[src/rtl/sram_mem_responder.sv]
// MEM-stage data-memory responder: 32-bit requests served as two 16-bit SRAM accesses.
// Optional range/alignment checking is enabled with `define MEM_RANGE_CHECK_EN.
module sram_mem_responder #(
    parameter int ADDR_BASE   = 1024,
    parameter int WAIT_CYCLES = 1
) (
    input  logic        clk,
    input  logic        rst,
    input  logic        mem_r_en,
    input  logic        mem_w_en,
    input  logic [31:0] address,
    input  logic [31:0] wr_data,
    output logic [31:0] rd_data,
    output logic        ready,
    output logic        addr_err,
    output logic [17:0] sram_addr,
    output logic [15:0] sram_dq_out,
    input  logic [15:0] sram_dq_in,
    output logic        sram_dq_oe,
    output logic        sram_we_n,
    output logic        sram_oe_n
);
    localparam int CW = (WAIT_CYCLES < 1) ? 1 : $clog2(WAIT_CYCLES + 1);

    generate
        if (WAIT_CYCLES < 1) begin : g_cfg_err
            $error("sram_mem_responder: WAIT_CYCLES must be >= 1");
        end
    endgenerate

    typedef enum logic [1:0] {S_IDLE, S_LO, S_HI, S_DONE} state_t;

    state_t        r_state, w_state_nxt;
    logic [CW-1:0] r_cnt, w_cnt_nxt;
    logic          r_wr, w_wr_nxt;
    logic [31:0]   r_rd_data, w_rd_nxt;
    logic          r_addr_err, w_err_nxt;
    logic          w_req, w_bad, w_last, w_act, w_hi;
    logic [16:0]   w_word;

    assign w_req  = mem_r_en | mem_w_en;
    assign w_word = 17'((address - 32'(ADDR_BASE)) >> 2);
    assign w_last = (r_cnt == CW'(WAIT_CYCLES));
    assign w_hi   = (r_state == S_HI);
    assign w_act  = (r_state == S_LO) || w_hi;

`ifdef MEM_RANGE_CHECK_EN
    logic [31:0] w_off;
    assign w_off = address - 32'(ADDR_BASE);
    assign w_bad = (address < 32'(ADDR_BASE))
                 | (w_off >= 32'h0008_0000)
                 | (address[1:0] != 2'b00);
`else
    assign w_bad = 1'b0;
`endif

    always_ff @(posedge clk or negedge rst) begin
        if (!rst) begin
            r_state    <= S_IDLE;
            r_cnt      <= '0;
            r_wr       <= 1'b0;
            r_rd_data  <= '0;
            r_addr_err <= 1'b0;
        end else begin
            r_state    <= w_state_nxt;
            r_cnt      <= w_cnt_nxt;
            r_wr       <= w_wr_nxt;
            r_rd_data  <= w_rd_nxt;
            r_addr_err <= w_err_nxt;
        end
    end

    always_comb begin
        w_state_nxt = r_state;
        w_cnt_nxt   = r_cnt;
        w_wr_nxt    = r_wr;
        w_rd_nxt    = r_rd_data;
        w_err_nxt   = r_addr_err;
        unique case (r_state)
            S_IDLE: begin
                if (w_req) begin
                    w_wr_nxt  = mem_w_en;
                    w_cnt_nxt = '0;
                    // Invalid requests skip the SRAM entirely
                    if (w_bad) begin
                        w_state_nxt = S_DONE;
                        w_err_nxt   = 1'b1;
                        if (!mem_w_en) w_rd_nxt = '0;
                    end else begin
                        w_state_nxt = S_LO;
                    end
                end
            end
            S_LO: begin
                if (w_last) begin
                    w_cnt_nxt   = '0;
                    w_state_nxt = S_HI;
                    if (!r_wr) w_rd_nxt[15:0] = sram_dq_in;
                end else begin
                    w_cnt_nxt = r_cnt + CW'(1);
                end
            end
            S_HI: begin
                if (w_last) begin
                    w_cnt_nxt   = '0;
                    w_state_nxt = S_DONE;
                    if (!r_wr) w_rd_nxt[31:16] = sram_dq_in;
                end else begin
                    w_cnt_nxt = r_cnt + CW'(1);
                end
            end
            S_DONE: w_state_nxt = S_IDLE;
            default: w_state_nxt = S_IDLE;
        endcase
    end

    assign ready       = (r_state == S_IDLE) ? ~w_req : (r_state == S_DONE);
    assign sram_addr   = w_act ? {w_word, w_hi} : '0;
    assign sram_dq_oe  = w_act & r_wr;
    assign sram_dq_out = (w_act & r_wr) ? (w_hi ? wr_data[31:16] : wr_data[15:0]) : '0;
    // First cycle of each phase is address setup before the write strobe
    assign sram_we_n   = ~(w_act & r_wr & (r_cnt != '0));
    assign sram_oe_n   = ~(w_act & ~r_wr);
    assign rd_data     = r_rd_data;
    assign addr_err    = r_addr_err;

endmodule

[config.mk]
export PLATFORM = sky130hd
export DESIGN_NAME = sram_mem_responder
export DESIGN_NICKNAME = d
export VERILOG_FILES = /design/src/rtl/sram_mem_responder.sv
export SDC_FILE = /design/constraint.sdc
export NUM_CORES = 1
export LEC_CHECK = 0
export ABC_AREA = 1
export BUFFER_PORTS_ARGS = -buffer_cell sky130_fd_sc_hd__buf_2
export CAP_MARGIN = 5
export CORE_UTILIZATION = 43
export DETAILED_ROUTE_END_ITERATION = 10
export PLACE_DENSITY_LB_ADDON = 0.1
export SETUP_SLACK_MARGIN = 0.02
export SLEW_MARGIN = 20
export SYNTH_ARGS = -nofsm -noshare
export SYNTH_HDL_FRONTEND = slang
export SYNTH_SLANG_ARGS = --single-unit
export TNS_END_PERCENT = 100
[constraint.sdc]
create_clock -name clk -period 2.5 [get_ports clk]
set_input_delay 0.25 -clock clk [delete_from_list [all_inputs] [get_ports clk]]
set_output_delay 0.25 -clock clk [all_outputs]
set_load 0.02 [all_outputs]
After elaboration in Yosys (flattened, before gate mapping) --
Index checks and enable logic that the tools add are counted. Widths: inputs -> output; s select.
Cells by class: shifts and indexed selects 0, equal/unequal tests 6, muxes and demuxes 11, multipliers 0, magnitude comparators 0, divide/modulo/power cells 0, reduce and logical (&&, ||, !) cells 9, bitwise operators 8, add/subtract/negate cells 2
Operators by type and width (count):
- $mux 16 | 2
- $sub 19x11->19 const B | 1
- $mux 18 | 1
- $reduce_and 3->1 | 3
- $pmux 2 s4 | 1
- $mux 2 | 3
- $ne 2x2->1 const B | 3
- $eq 2x2->1 const B | 2
- $not 1->1 | 4
- $reduce_and 2->1 | 2
- $and 1x1->1 | 3
- $mux 1 | 3
- $eq 2x1->1 const B | 1
- $logic_not 2->1 | 1
- $pmux 1 s2 | 1
- $reduce_bool 2->1 | 1
- $reduce_or 2->1 | 1
- $add 1x1->1 const B | 1
- $logic_or 1x1->1 | 1
- $or 1x1->1 | 1
Word-level totals: bits in writable memories 0, bits of input ports 84, memories kept 0, bits in registers 36, latch bits 0, memory bits (read-only) 0, logic and storage cells 41, output and inout port bits 71

Depth between registers and ports, before layout --
Gate-level depths: netlist of the first run.
word-level depth 5, gate-level depth with buffers 7, gate-level depth less buffers 7

Least setup slack after synthesis of the first run --
No wires, ideal clock.
kind register to output, start register r_state[0], end output port sram_dq_out[10], buffers on the path 2, arrival 1575 ps, slack 675 ps, data required time 2250 ps, stages on the path, launching flop included 8, path through dfrtp_1 inv_1 ha_1 buf_4 inv_2 buf_4 nand2_1 a21oi_1
Between the ends: word-level cells in the longest chain between the ends 4, elaborated cells between the ends (all ways) 6, classes of those cells eq/ne: 2; mux: 2; bitwise: 1; reduce/logical: 1
RTL lines:
- start: declaration | line 33 | state_t r_state, w_state_nxt;
- start signal: assignment | line 65 | r_state <= w_state_nxt;
- $eq 2x1->1 / $eq 2x2->1 (equally long branches) | line 45, 44
- $logic_or 1x1->1 | line 45 | assign w_act = (r_state == S_LO) || w_hi;
- $and 1x1->1 | line 120 | assign sram_dq_out = (w_act & r_wr) ? (w_hi ? wr_data[31:16] : wr_data[15:0]) : '0;
- $mux 16 (*) | line 120
- end: declaration | line 17 | output logic [15:0] sram_dq_out,
Mark *: on every way between the ends. The rest lies on a longest branch, timed or not.

Final worst setup path of the first run --
start register r_state[0], end output port sram_we_n
Between the ends: word-level cells in the longest chain between the ends 5, elaborated cells between the ends (all ways) 6, classes of those cells eq/ne: 2; bitwise: 3; reduce/logical: 1
RTL lines:
- $eq 2x1->1 / $eq 2x2->1 (equally long branches) | line 45, 44
- $logic_or 1x1->1 (*) | line 45
- $and 1x1->1 (*) (2 in series) | line 122 | assign sram_we_n = ~(w_act & r_wr & (r_cnt != '0));
- $not 1->1 (*) | line 122
- end: declaration | line 20 | output logic sram_we_n,
Marked as above.

==> results.md, run 1 <==
* Outcome: finished with violations
* Violated checks: DRC
* Synth Instances at 278
* RSZ-0062 raised after global routing: no
* WS Path Type: flip-flop to primary output
* Postcts setup bufs at 0
* Chip height at 70.9 um
* # rows at 24
* # H-tree levels at 2
* Max Cap Violations at 0
* Nets at 502
* Most used standard cell by instance count after synthesis: nand2_1
* Overflow after GRT at 0
* Clock latency at the later pin of the worst-skew pair at 280 ps
* Remaining antenna violation count at 0
* Synth cell count leaders: nand2_1, inv_1, dfrtp_1
* Synth area leader: dfrtp_1
* Initial core utilization at 45.9%
* Hold-fix buffers at CTS at 0
* Placer congestion estimate at 0.769
* Fin cells at 465
* Antenna violations before repair at 0
* Core ar. at 0.00444 sq mm
* Fmax achieved at 0.473 GHz
* WL/cell at 10.8 um
* Largest net degree at the start of global routing at 37
* Synth warnings at 0
* Vias in the first global route at 1961
* Clk root buf: clkbuf_8
* # DRC at 20
* Resize count post-CTS at 0
* Final period utilization at 84.6%
* Fin area at 0.00282 sq mm
* CP Capture Type: primary output
* Global-route wire length before repair at 8140 um
* TritonCTS Buffers at 5
* Hold crit path type: input pin to asynchronous set/reset pin
* First DRT Iteration DRCs at 140
* Ys async rst share at 100%
* Via count at 2190
* P&R area growth vs syn at 38.0%
* Syn nets at 368
* Synth cell types at 17
* VDD IR max at 0.000699 V
* # setup viols final at 0
* Synth Flop Type: dfrtp_1
* Placed cell count at 457
* Arr. time, crit path at 1870 ps
* First-pass DRT Iterations at 8
* GRT Util Overall at 20.1%
* Sequential element share of the synthesized area at 44.1%
* Final slew viol count at 0
* Top cell type's share of synthesized area at 44.1%
* Min cycle time layout at 2120 ps
* Synth Register Bits at 36
* Final Hold Violating Endpoints at 0
* Critical Path RT at 2250 ps
* Via-per-instance ratio at 4.71
* CP Max Fanout at 17
* Main area contributors after synthesis: dfrtp_1, nand2_1, inv_1
* Share of layout cells above drive strength 1 at 39.7%
* Die Width at 70.9 um
* Slew headroom at 48.0%
* Worst setup SP type: flip-flop
* Port Buffers at 138
* I/O pin cnt at 155
* Final WL at 5040 um
* Max clock buf depth at 2
* Worst-path clk slew at 80 ps
* CTS tree: done
* Setup_tns at 0 ps
* Die Area at 0.00503 sq mm
* ANT cells at 0
* EDFF count, synth at 0
* Post-synthesis cell area at 0.00204 sq mm
* Power density cells at 1420 mW/mm^2
* Worst Skew at 9.75 ps
* Worst slew pin tran at 780 ps
* CTS Sinks at 36
* HPWL after DPL at 3840 um
* Mean area per synthesized cell at 7.35 sq um
* Leak Pwr at 1.74 nW
* Post-DP Area at 0.00273 sq mm
## critical path: stages, from the launching register on
cell	delay, ps
dfrtp_1	390
inv_1	100
ha_1	320
nand2_1	430
inv_1	120
nand2_1	80
buf_2	160
## final cells by class
class                   instances  area [sq um]
fillers                       443          1630
clock buffers                   5          68.8
inverters                      41           154
well taps                      52          65.1
clock inverters                 3          18.8
multi-input cells             188           905
flip-flops and latches         36           901
repair buffers                140           706
## cells by family after synthesis
logic type / share of synthesized area, %
buffers and inverters: 11.6
AO/OA/AOI/OAI: 17.5
adder cells (fa/ha/maj): 3.68
AND/OR/NAND/NOR: 22.9
flip-flops: 44.1
other: 0.184
## where the power goes
part,leakage [nW],internal (W),switching (W)
Sequential,0.430,0.000885,0.000167
Clock,0.0479,0.000194,0.000203
Combinational,1.27,0.000829,0.00172
Total,1.74,0.00191,0.00209
## sequential cells by signal, indices dropped and copies added (netlist names)
name,flops
rd_data,32
r_state,2
r_cnt,1
r_wr,1
## layer usage
| layer | vias up | wire (um) | GRT usage (%) |
|---|---|---|---|
| met1 | 963 | 2100 | 22.9 |
| met3 | 6 | 399 | 4.70 |
| met4 | 0 | 48 | 5.33 |
| met2 | 91 | 2490 | 37.6 |
| met5 | - | 0 | 0 |
| li1 | 1130 | - | - |
## per-stage QoR
stage	setup slack [ps]	power [W]	util, %	hold WS, ps
after floorplan	675	0.00283	-	-45.6
after global placement	620	0.00357	61.4	378
after detailed placement	539	0.00363	61.4	380
after CTS	359	0.00404	63.4	72.7
after global routing	197	0.00432	63.4	109
final	384	0.00400	63.4	39.1
## path summary, 6_finish.rpt
path	end	slack, ps	cells after the start	from
worst max-delay path	sram_we_n	380	6	r_state[0]$_DFFE_PN0P_
worst min-delay path	rd_data[20]$_DFFE_PN0P_	40	1	rst
worst max register to register	rd_data[21]$_DFFE_PN0P_	560	5	r_state[0]$_DFFE_PN0P_
worst min register to register	rd_data[18]$_DFFE_PN0P_	480	2	rd_data[18]$_DFFE_PN0P_
max in group asynchronous	rd_data[29]$_DFFE_PN0P_	1960	1	rst
min in group clk	rd_data[9]$_DFFE_PN0P_	220	3	sram_dq_in[9]
## cells in the final DEF, fill, tap and decap left out
| cell type | n |
|---|---|
| clkbuf_8 | 5 |
| nand2_1 | 95 |
| o21ai_2 | 12 |
| nor2_1 | 16 |
| conb_1 | 1 |
| buf_2 | 138 |
| ha_1 | 6 |
| inv_2 | 1 |
| nand3_1 | 5 |
| inv_1 | 40 |
| clkinv_2 | 2 |
| dfrtp_1 | 36 |
| o21ai_0 | 7 |
| clkinv_4 | 1 |
| nand3_2 | 2 |
| a21oi_1 | 21 |
| buf_4 | 2 |
| or2_2 | 1 |
| o21ai_1 | 21 |
| o21a_1 | 1 |
No activity file was read; power rests on OpenSTA's default activity.
==> run 2, diff against run 1 <==
- CORE_UTILIZATION: 43 -> 40
- clock period: 2.5 -> 2.2 ns (I/O delays scaled with it)
==> results.md, run 2 (synthesis gave the netlist of run 1 again) <==
* First DRT Iteration DRCs at 104 (was 140)
* Min cycle time layout at 1980 ps
* Most frequent cells in the layout: buf_2, nand2_1, inv_1, dfrtp_1 (unchanged)
* Leak Pwr at 1.75 nW (was 1.74 nW)
* ANT cells at 0 (unchanged)
* Share of layout cells above drive strength 1 at 40.3% (was 39.7%)
* Met1 Use GR at 22.9% (about the same)
* Remaining antenna violation count at 0 (unchanged)
* Die Area at 0.00539 sq mm (was 0.00503 sq mm)
* Placer congestion estimate at 0.784 (was 0.769)
* Die Width at 73.5 um (was 70.9 um)
* CTS Sinks at 36 (unchanged)
* Postcts setup bufs at 0 (unchanged)
* Final period utilization at 89.9%
* Worst setup SP type: flip-flop (unchanged)
* Power density cells at 1600 mW/mm^2 (was 1420 mW/mm^2)
* Final WL at 5010 um (was 5040 um)
* Via-per-instance ratio at 4.48 (was 4.71)
* Core ar. at 0.00482 sq mm (was 0.00444 sq mm)
* Final slew viol count at 0 (unchanged)
* WL/cell at 10.4 um (was 10.8 um)
* # DRC at 0 (was 20)
* Commonest non-fill, non-tap cell in the layout: buf_2 (unchanged)
* Hold crit path type: input pin to asynchronous set/reset pin (unchanged)
* First-pass DRT Iterations at 4 (was 8)
* Overflow after GRT at 0 (unchanged)
* Resize count post-CTS at 0 (unchanged)
* GR met2 Demand/Resource at 33.9% (was 37.6%)
* I/O pin cnt at 155 (unchanged)
* Clk root buf: clkbuf_8 (unchanged)
* VDD IR max at 0.000764 V (was 0.000699 V)
* P&R area growth vs syn at 39.8% (was 38.0%)
* Max reg flops at 32 (unchanged)
* Total Power at 0.00458 W (was 0.00400 W)
* GRT Util Overall at 19.4% (was 20.1%)
* Max clock buf depth at 2 (unchanged)
* FF-to-FF path depth at 4 (was 5)
* Max Cap Violations at 0 (unchanged)
* Vias in the first global route at 1913 (was 1961)
* Critical Path RT at 1980 ps (was 2250 ps)
* WS Path Type: flip-flop to primary output (unchanged)
* Port Buffers at 138 (unchanged)
* # fillers at 506 (was 443)
* Area of the multi-input gates at 910 sq um (was 905 sq um)
* Clock latency at the later pin of the worst-skew pair at 290 ps (was 280 ps)
* CP Max Fanout at 12 (was 17)
* Slew headroom at 48.8% (was 48.0%)
* Initial core utilization at 42.4% (was 45.9%)
* # H-tree levels at 2 (unchanged)
* Arr. time, crit path at 1760 ps (was 1870 ps)
* # rows at 25 (was 24)
* RSZ-0062 raised after global routing: no (unchanged)
* Fin util at 59.2% (was 63.4%)
* CP Capture Type: primary output (unchanged)
* CTS tree: done (unchanged)
* # setup viols final at 0 (unchanged)
* Outcome: completed (was finished with violations)
* Largest net degree at the start of global routing at 37 (unchanged)
* Chip height at 73.5 um (was 70.9 um)
* Met3 Use GR at 5.08% (was 4.70%)
* Global-route wire length before repair at 8140 um (unchanged)
* Worst Skew at 6.55 ps (was 9.75 ps)
* Fmax achieved at 0.506 GHz
* Via count at 2155 (was 2190)
* Register area at 901 sq um (unchanged)
* Hold-fix buffers at CTS at 0 (unchanged)
* Antenna violations before repair at 0 (unchanged)
* Busiest layer in global routing: met2 (unchanged)
* Nets at 503 (was 502)
* TritonCTS Buffers at 5 (unchanged)
* Worst-path clk slew at 70 ps (was 80 ps)
* Setup_tns at 0 ps (unchanged)
* Final Hold Violating Endpoints at 0 (unchanged)
* Worst slew pin tran at 767 ps (was 780 ps)
* HPWL after DPL at 3770 um (was 3840 um)
-- run 2: cell count changes in the layout (fill, tap and decap cells not counted), sizes merged --
cell / change
buf: +1
clkbuf: +1
clkinv: -1
-- run 2: worst max-delay path, cell delays in order (launching register included) --
cell	delay [ps]
dfrtp_1	420
inv_1	120
ha_2	320
buf_4	230
nand2_1	70
a21oi_1	140
buf_2	180
-- run 2: per-layer routing --
layer | up-vias | part of all wire [%]
met2 | 83 | 45
met1 | 934 | 46
met4 | 0 | 1.3
li1 | 1131 | -
met3 | 7 | 7.2
met5 | - | 0
-- run 2: worst paths after layout --
| path | start | endpoint | slack (ps) |
|---|---|---|---|
| min in group clk | mem_w_en | r_wr$_DFFE_PN0P_ | 180 |
| worst min register to register | rd_data[2]$_DFFE_PN0P_ | rd_data[2]$_DFFE_PN0P_ | 480 |
| worst min-delay path | rst | rd_data[20]$_DFFE_PN0P_ | 4 |
| worst max register to register | r_state[1]$_DFFE_PN0P_ | rd_data[10]$_DFFE_PN0P_ | 480 |
| max in group asynchronous | rst | rd_data[14]$_DFFE_PN0P_ | 1710 |
| worst max-delay path | r_state[0]$_DFFE_PN0P_ | sram_dq_out[6] | 220 |
-- run 2: power breakdown --
part	switching, W	internal (W)
registers	0.000188	0.00100
logic	0.00195	0.000955
clock network	0.000229	0.000250
-- run 2: through the flow --
stage | hold slack, ps | area, sq um | cells | setup WS (ps)
3_5_place_dp | 349 | 2760 | 473 | 400
5_1_grt | 63.8 | 2850 | 481 | 70.8
2_1_floorplan | -75.6 | 2040 | 278 | 405
3_3_place_gp | 357 | 2760 | 473 | 420
4_1_cts | 31.0 | 2850 | 481 | 70.2
6_report | 4.10 | 2850 | 481 | 222
-- run 2: area by class of cell --
type	count	area share, %
Multi-Input combinational cell	188	31.9
Sequential cell	36	31.6
Timing Repair Buffer	141	25.0
Inverter	41	5.39
Tap cell	67	2.94
Clock buffer	6	2.89
Clock inverter	2	0.351
